===== src/rtl/rs_pkg.sv =====
// Shared types and constants for the RS(255,247) t=4 key-equation solver.
// GF(2^8) uses primitive polynomial 0x11d; only its low byte is kept here.
package rs_pkg;

    localparam int unsigned GF_W  = 8;
    localparam int unsigned RS_T  = 4;
    localparam int unsigned RS_2T = 8;
    localparam logic [7:0]  GF_POLY = 8'h1d;

    typedef logic [GF_W-1:0] gf_t;
    typedef gf_t [RS_T:0]    gf_poly_t;

    typedef enum logic [1:0] {
        StIdle,
        StDisc,
        StUpdt,
        StOmega
    } kes_state_e;

endpackage


===== src/rtl/gf256mul.sv =====
// Combinational GF(2^8) multiplier, shift-and-add with reduction by 0x11d.
module gf256mul
    import rs_pkg::*;
(
    input  logic [GF_W-1:0] a,
    input  logic [GF_W-1:0] b,
    output logic [GF_W-1:0] z
);

    logic [GF_W-1:0] acc;
    logic [GF_W-1:0] sh;

    always_comb begin
        acc = '0;
        sh  = a;
        for (int i = 0; i < GF_W; i++) begin
            if (b[i]) begin
                acc = acc ^ sh;
            end
            sh = {sh[GF_W-2:0], 1'b0} ^ (sh[GF_W-1] ? GF_POLY : '0);
        end
        z = acc;
    end

endmodule


===== src/rtl/rs_kes_disc.sv =====
// Five-term GF(2^8) inner product; computes the BM discrepancy and, when enabled,
// the error-evaluator coefficients.
module rs_kes_disc
    import rs_pkg::*;
(
    input  gf_poly_t coef_i,
    input  gf_poly_t syn_i,
    output gf_t      sum_o
);

    gf_poly_t prod;

    for (genvar i = 0; i <= RS_T; i++) begin : g_mul
        gf256mul u_mul (
            .a(coef_i[i]),
            .b(syn_i[i]),
            .z(prod[i])
        );
    end

    always_comb begin
        sum_o = '0;
        for (int i = 0; i <= RS_T; i++) begin
            sum_o = sum_o ^ prod[i];
        end
    end

endmodule


===== src/rtl/rs_kes_bm.sv =====
// Inversionless Berlekamp-Massey key-equation solver for RS(255,247), t=4.
// Define RS_KES_OMEGA_EN to also compute omega0..3 in a 4-cycle OMEGA phase.
module rs_kes_bm
    import rs_pkg::*;
#(
    parameter int unsigned T = RS_T
) (
    input  logic       clk,
    input  logic       rst_n,
    input  logic       syndrome_val,
    input  logic [7:0] syndrome1,
    input  logic [7:0] syndrome2,
    input  logic [7:0] syndrome3,
    input  logic [7:0] syndrome4,
    input  logic [7:0] syndrome5,
    input  logic [7:0] syndrome6,
    input  logic [7:0] syndrome7,
    input  logic [7:0] syndrome8,
    output logic       busy,
    output logic       lambda_val,
    output logic [7:0] lambda0,
    output logic [7:0] lambda1,
    output logic [7:0] lambda2,
    output logic [7:0] lambda3,
    output logic [7:0] lambda4,
    output logic [3:0] lambda_deg,
    output logic       fail,
    output logic       zero_syn,
    output logic [7:0] omega0,
    output logic [7:0] omega1,
    output logic [7:0] omega2,
    output logic [7:0] omega3
);

    localparam logic [3:0] LastR = 4'(2 * T - 1);

    kes_state_e                  state_q, state_d;
    logic [RS_2T-1:0][GF_W-1:0]  syn_q, syn_d;
    gf_poly_t                    lam_q, lam_d, b_q, b_d, out_lam_q, out_lam_d;
    gf_poly_t                    b_sh, gam_lam, dlt_b, lam_new, syn_sel;
    gf_t                         gamma_q, gamma_d, delta_q, delta_d, disc;
    logic [3:0]                  r_q, r_d, l_q, l_d, deg_q, deg_d, l_upd, syn_idx;
    logic                        zero_q, zero_d, busy_q, busy_d, val_q, val_d;
    logic                        fail_q, fail_d, zs_q, zs_d, do_swap;
`ifdef RS_KES_OMEGA_EN
    gf_t [RS_T-1:0]              om_q, om_d, om_out_q, om_out_d;
`endif

    // Syndrome S_(r+1-i) feeds tap i; indices below S1 read as zero.
    always_comb begin
        syn_idx = '0;
        for (int i = 0; i <= RS_T; i++) begin
            syn_idx    = r_q - 4'(i);
            syn_sel[i] = (r_q >= 4'(i) && syn_idx < 4'(RS_2T)) ? syn_q[syn_idx[2:0]] : '0;
        end
    end

    rs_kes_disc u_disc (
        .coef_i(lam_q),
        .syn_i (syn_sel),
        .sum_o (disc)
    );

    assign b_sh = {b_q[RS_T-1:0], 8'h00};

    for (genvar i = 0; i <= RS_T; i++) begin : g_upd
        gf256mul u_gl (
            .a(gamma_q),
            .b(lam_q[i]),
            .z(gam_lam[i])
        );
        gf256mul u_db (
            .a(delta_q),
            .b(b_sh[i]),
            .z(dlt_b[i])
        );
    end

    assign lam_new = gam_lam ^ dlt_b;
    assign do_swap = (delta_q != '0) && ({l_q, 1'b0} <= {1'b0, r_q});
    assign l_upd   = do_swap ? (r_q + 4'd1 - l_q) : l_q;

    always_comb begin
        state_d   = state_q;
        syn_d     = syn_q;
        lam_d     = lam_q;
        b_d       = b_q;
        gamma_d   = gamma_q;
        delta_d   = delta_q;
        r_d       = r_q;
        l_d       = l_q;
        zero_d    = zero_q;
        busy_d    = busy_q;
        val_d     = 1'b0;
        out_lam_d = out_lam_q;
        deg_d     = deg_q;
        fail_d    = fail_q;
        zs_d      = zs_q;
`ifdef RS_KES_OMEGA_EN
        om_d      = om_q;
        om_out_d  = om_out_q;
`endif
        unique case (state_q)
            StIdle: begin
                if (syndrome_val) begin
                    syn_d   = {syndrome8, syndrome7, syndrome6, syndrome5,
                               syndrome4, syndrome3, syndrome2, syndrome1};
                    zero_d  = (syn_d == '0);
                    lam_d   = gf_poly_t'(1);
                    b_d     = gf_poly_t'(1);
                    l_d     = '0;
                    gamma_d = 8'h01;
                    r_d     = '0;
                    busy_d  = 1'b1;
                    state_d = StDisc;
                end
            end
            StDisc: begin
                delta_d = disc;
                state_d = StUpdt;
            end
            StUpdt: begin
                lam_d = lam_new;
                l_d   = l_upd;
                r_d   = r_q + 4'd1;
                if (do_swap) begin
                    b_d     = lam_q;
                    gamma_d = delta_q;
                end else begin
                    b_d = b_sh;
                end
                if (r_q == LastR) begin
`ifdef RS_KES_OMEGA_EN
                    state_d = StOmega;
                    r_d     = '0;
`else
                    state_d   = StIdle;
                    busy_d    = 1'b0;
                    val_d     = 1'b1;
                    out_lam_d = lam_new;
                    deg_d     = l_upd;
                    fail_d    = l_upd > 4'(RS_T);
                    zs_d      = zero_q;
`endif
                end else begin
                    state_d = StDisc;
                end
            end
            StOmega: begin
`ifdef RS_KES_OMEGA_EN
                // r doubles as k; the shared datapath gives omega_k directly.
                om_d[r_q[1:0]] = disc;
                r_d            = r_q + 4'd1;
                if (r_q == 4'(RS_T - 1)) begin
                    state_d   = StIdle;
                    busy_d    = 1'b0;
                    val_d     = 1'b1;
                    out_lam_d = lam_q;
                    deg_d     = l_q;
                    fail_d    = l_q > 4'(RS_T);
                    zs_d      = zero_q;
                    om_out_d  = om_d;
                end
`else
                state_d = StIdle;
`endif
            end
            default: state_d = StIdle;
        endcase
    end

    always_ff @(posedge clk or negedge rst_n) begin
        if (!rst_n) begin
            state_q   <= StIdle;
            syn_q     <= '0;
            lam_q     <= '0;
            b_q       <= '0;
            gamma_q   <= '0;
            delta_q   <= '0;
            r_q       <= '0;
            l_q       <= '0;
            zero_q    <= 1'b0;
            busy_q    <= 1'b0;
            val_q     <= 1'b0;
            out_lam_q <= '0;
            deg_q     <= '0;
            fail_q    <= 1'b0;
            zs_q      <= 1'b0;
`ifdef RS_KES_OMEGA_EN
            om_q      <= '0;
            om_out_q  <= '0;
`endif
        end else begin
            state_q   <= state_d;
            syn_q     <= syn_d;
            lam_q     <= lam_d;
            b_q       <= b_d;
            gamma_q   <= gamma_d;
            delta_q   <= delta_d;
            r_q       <= r_d;
            l_q       <= l_d;
            zero_q    <= zero_d;
            busy_q    <= busy_d;
            val_q     <= val_d;
            out_lam_q <= out_lam_d;
            deg_q     <= deg_d;
            fail_q    <= fail_d;
            zs_q      <= zs_d;
`ifdef RS_KES_OMEGA_EN
            om_q      <= om_d;
            om_out_q  <= om_out_d;
`endif
        end
    end

    assign busy       = busy_q;
    assign lambda_val = val_q;
    assign lambda0    = out_lam_q[0];
    assign lambda1    = out_lam_q[1];
    assign lambda2    = out_lam_q[2];
    assign lambda3    = out_lam_q[3];
    assign lambda4    = out_lam_q[4];
    assign lambda_deg = deg_q;
    assign fail       = fail_q;
    assign zero_syn   = zs_q;
`ifdef RS_KES_OMEGA_EN
    assign omega0     = om_out_q[0];
    assign omega1     = om_out_q[1];
    assign omega2     = om_out_q[2];
    assign omega3     = om_out_q[3];
`else
    assign omega0     = '0;
    assign omega1     = '0;
    assign omega2     = '0;
    assign omega3     = '0;
`endif

endmodule


===== config.mk =====
export PLATFORM = sky130hd
export DESIGN_NAME = rs_kes_bm
export DESIGN_NICKNAME = d
export VERILOG_FILES = /design/src/rtl/rs_pkg.sv /design/src/rtl/gf256mul.sv /design/src/rtl/rs_kes_disc.sv /design/src/rtl/rs_kes_bm.sv
export SDC_FILE = /design/constraint.sdc
export NUM_CORES = 1
export LEC_CHECK = 0
export CAP_MARGIN = 30
export CORE_AREA = 4 4 202 204
export CTS_BUF_LIST = sky130_fd_sc_hd__clkbuf_2 sky130_fd_sc_hd__clkbuf_4 sky130_fd_sc_hd__clkbuf_8
export CTS_CLUSTER_DIAMETER = 200
export CTS_CLUSTER_SIZE = 16
export DETAILED_ROUTE_END_ITERATION = 7
export DIE_AREA = 0 0 206 208
export PLACE_DENSITY = 0.95
export SYNTH_ARGS = -nofsm -noshare
export SYNTH_HDL_FRONTEND = slang
export SYNTH_SLANG_ARGS = --single-unit

===== constraint.sdc =====
create_clock -name clk -period 12.3 [get_ports clk]
set_input_delay 1.23 -clock clk [delete_from_list [all_inputs] [get_ports clk]]
set_output_delay 1.23 -clock clk [all_outputs]
set_load 0.05 [all_outputs]

==> flow_metrics.py <==
metrics = {
    "run_status": {
        "status": "complete, no violations",
    },
    "sta": {
        "timing.fmax_ghz": 0.185,
        "setup_viol": 0,
        "drv_slew": 0,
        "tightest_slew_ps": 1110,
        "rsz0062_at_grt": "no",
        "final.setup.tns_ps": 0,
        "fin_skew_ps": 59.6,
        "fin_hold_ws_ps": 487,
        "fin_ws_ps": 6890,
        "hold_viol_final": 0,
        "slew_headroom_pct": 26.0,
        "fin_crit_sh_pct": 44.0,
        "finalCriticalPeriod_ps": 5410,
    },
    "global_routing": {
        "grt_pass1_vias": 23300,
        "grt_pass1_wl_um": 136000,
        "groute.usage.overall_pct": 40.6,
        "grt_max_degree": 92,
        "grt_antenna_before_repair": 0,
        "grt_overflow": 0,
    },
    "worst_hold_path": {
        "min_path_type": "reg2reg",
        "hp-start": "lambda0[2]$_DFFE_PN0P_",
        "holdPathEnd": "lambda0[2]$_DFFE_PN0P_",
        "whs_path_depth": 2,
    },
    "synthesis": {
        "synth_edf_count": 0,
        "yosys.area_share.simple_pct": 21.6,
        "ys_ff_latch": 211,
        "synthFlopType": "dfrtp_1",
        "syn_area_per_cell_sq_um": 7.65,
        "synth_area_sq_mm": 0.0258,
        "synth_top_family_by_area": "XOR/XNOR gates",
        "ys.warnings.count": 0,
        "synth_compound_area_share_pct": 7.40,
        "syn_inst": 3365,
        "muxShareOfSynthArea_pct": 9.04,
        "yosysUniqueCellTypes": 85,
        "seq_area_frac_synth_pct": 20.5,
        "synth_xor_xnor_area_share_pct": 34.7,
        "yosys.area_share.adder_pct": 0.807,
        "async_flop_share_pct": 100,
    },
    "finish": {
        "fillers": 2983,
        "layout_commonest_cell": "nand2_1",
        "n_antenna_cell": 0,
        "nets": 3396,
        "seqCellArea_sq_mm": 0.00528,
        "areaGrowthSynthToFinish_pct": 5.85,
        "fin_cells": 3838,
        "multiInputGateArea_sq_mm": 0.0191,
        "final_layout_size_suffix_gt1_share_pct": 7.03,
        "mostFrequentLayoutCells": "1072 x nand2_1, 706 x xnor2_1, 210 x xor2_1",
        "final_core_util_pct": 69.4,
    },
    "setup_path": {
        "reg2reg_depth": 12,
        "endpoint_kind": "register",
        "reg2reg_from": "r_q[2]$_DFFE_PN0P_",
        "cp.arrival_ps": 5900,
        "path_common_cell": "xnor3_1",
        "rrSetupSlack_ps": 6890,
        "critPathKind": "reg2reg",
        "crit_path_cell_trace": "inv_2 -> ha_1 -> and2_1 -> a22oi_1 -> nor2_1 -> xnor2_1 -> xnor3_1 -> xnor3_1 -> xor3_1 -> xnor3_1 -> xnor3_1 -> mux2_4",
        "crit_fanout": 22,
        "crit_path_start_kind": "register",
        "regToRegEndpoint": "delta_q[3]$_DFFE_PN0N_",
        "crit_path_top_delay_cell": "dfrtp_1",
        "max_stage_delay_ps": 960,
        "required_ps": 12790,
    },
    "floorplan": {
        "die_h_um": 208,
        "die_x_um": 206,
        "io-pin-count": 147,
        "core_sq_mm": 0.0393,
        "fp-row-count": 73,
        "start_util_pct": 65.6,
        "dieArea_sq_mm": 0.0428,
    },
    "clock_network": {
        "tritoncts": "done",
        "cts_sinks": 211,
        "insertion_delay_ps": 590,
        "post_cts_resized": 0,
        "cts_buffer_depth": 3,
        "postCtsHoldBufs": 0,
        "htree_levels": 1,
        "cts_made_buffers": 17,
        "path_clk_slew_ps": 130,
        "post_cts_buffers": 0,
        "cts_root_buf": "clkbuf_8",
    },
    "drt": {
        "final_antenna_net_count": 0,
        "firstDrtPassIters": 7,
        "wl_per_cell_um": 23.3,
        "num_vias": 24700,
        "dr.first_iter.drc_count": 4120,
        "viasPerCell": 6.43,
        "route.detailed.drc": 0,
        "postRouteWirelength_um": 89400,
    },
    "power_and_ir_drop": {
        "ir_drop_mv": 0.242,
        "powerDensity_mw_per_mm2": 325,
        "p_leak_uw": 0.0101,
    },
    "place": {
        "port_buffers": 114,
        "gp_congestion": 1.12,
        "dp_hpwl_um": 64900,
        "dp.cells": 3817,
        "dp_slack_ps": 7060,
    },
    "run": {
        "drv_cap": 0,
    },
}
-- worst max path at each step --
| stage | startpoint | endpoint | depth (start not counted) |
|---|---|---|---|
| 2_1_floorplan | r_q[1]$_DFFE_PN0P_ | delta_q[1]$_DFFE_PN0N_ | 18 |
| 3_3_place_gp | r_q[2]$_DFFE_PN0P_ | delta_q[3]$_DFFE_PN0N_ | 12 |
| 3_5_place_dp | r_q[2]$_DFFE_PN0P_ | delta_q[3]$_DFFE_PN0N_ | 12 |
| 4_1_cts | r_q[2]$_DFFE_PN0P_ | delta_q[3]$_DFFE_PN0N_ | 12 |
| 5_1_grt | r_q[2]$_DFFE_PN0P_ | delta_q[3]$_DFFE_PN0N_ | 12 |
| 6_report | r_q[2]$_DFFE_PN0P_ | delta_q[3]$_DFFE_PN0N_ | 12 |
-- critical path, delay by kind of cell (launching register included) --
family                   cells  cell delay (ps)
XOR/XNOR                     6             1960
flip-flops                   1              960
AO/OA/AOI/OAI                1              880
adder cells (fa/ha/maj)      1              570
AND/OR/NAND/NOR              2              370
buffers and inverters        1              320
multiplexers                 1              260
-- area by class of cell --
| type | instances | share of cell area (%) |
|---|---|---|
| clock buffers | 18 | 0.886 |
| clock inverters | 1 | 0.0597 |
| inverters | 29 | 0.399 |
| multi-input cells | 2856 | 70.2 |
| flip-flops and latches | 211 | 19.4 |
| well taps | 525 | 2.41 |
| repair buffers | 198 | 6.68 |
-- flip-flops by register name (all words and copies together), names as in the netlist, 2 cells and up --
name        flops
delta_q         8
r_q             4
lambda4         8
lam_q          40
gamma_q         8
b_q            32
lambda2         8
lambda0         8
lambda_deg      4
state_q         2
lambda3         8
l_q             4
lambda1         8
syn_q          64
-- layer usage --
| layer | vias up | GRT usage, % | share of wire (%) |
|---|---|---|---|
| met5 | - | 0 | 0 |
| met2 | 2148 | 60.7 | 42 |
| li1 | 10600 | - | - |
| met1 | 11300 | 51.3 | 33 |
| met4 | 0 | 28.9 | 10 |
| met3 | 627 | 9.71 | 14 |
-- synth_stat cells, types with 8 or more instances --
cell,instances,area [sq um]
nand2_1,1073,4030
buf_4,38,285
buf_2,12,60.1
a22o_1,10,87.6
o21ai_0,166,831
ha_1,15,188
buf_1,41,154
mux2i_1,56,561
nor3_1,47,235
nand4_1,12,75.1
dfrtp_1,211,5280
a22oi_1,17,128
mux4_2,56,1260
mux2_2,29,327
nor2_1,112,420
o211ai_1,12,90.1
and2_1,15,93.8
nand3_1,25,125
xnor3_1,31,698
xnor2_1,707,6190
a21oi_1,58,290
nand2b_1,19,119
inv_1,25,93.8
nor4_1,21,131
buf_6,11,124
clkbuf_1,194,728
nor2b_1,8,50.1
xor2_1,213,1870
-- metrics by stage --
stage | power, uW | cell area (sq um)
2_1_floorplan | 6300 | 25900
3_3_place_gp | 8000 | 26900
3_5_place_dp | 8160 | 26900
4_1_cts | 8570 | 27200
5_1_grt | 9190 | 27300
6_report | 8850 | 27300
-- logic make-up (layout without fill, tap and decap cells) --
logic type | count (synthesis) | after routing
simple gates | 1373 | 1373
xor+xnor | 959 | 959
buf+inv | 329 | 246
compound gates | 324 | 324
flops | 211 | 211
mux | 152 | 152
fa+ha+maj | 16 | 16
other cells | 1 | 32
-- power breakdown --
group          total [uW]  leakage (uW)  internal, uW  switching [uW]
Sequential           1350       0.00254           905             447
Combinational        7110       0.00739          2830            4280
Clock                 387      0.000134           131             255
Total                8850        0.0101          3870            4980
(Power assumes the default switching activity.)
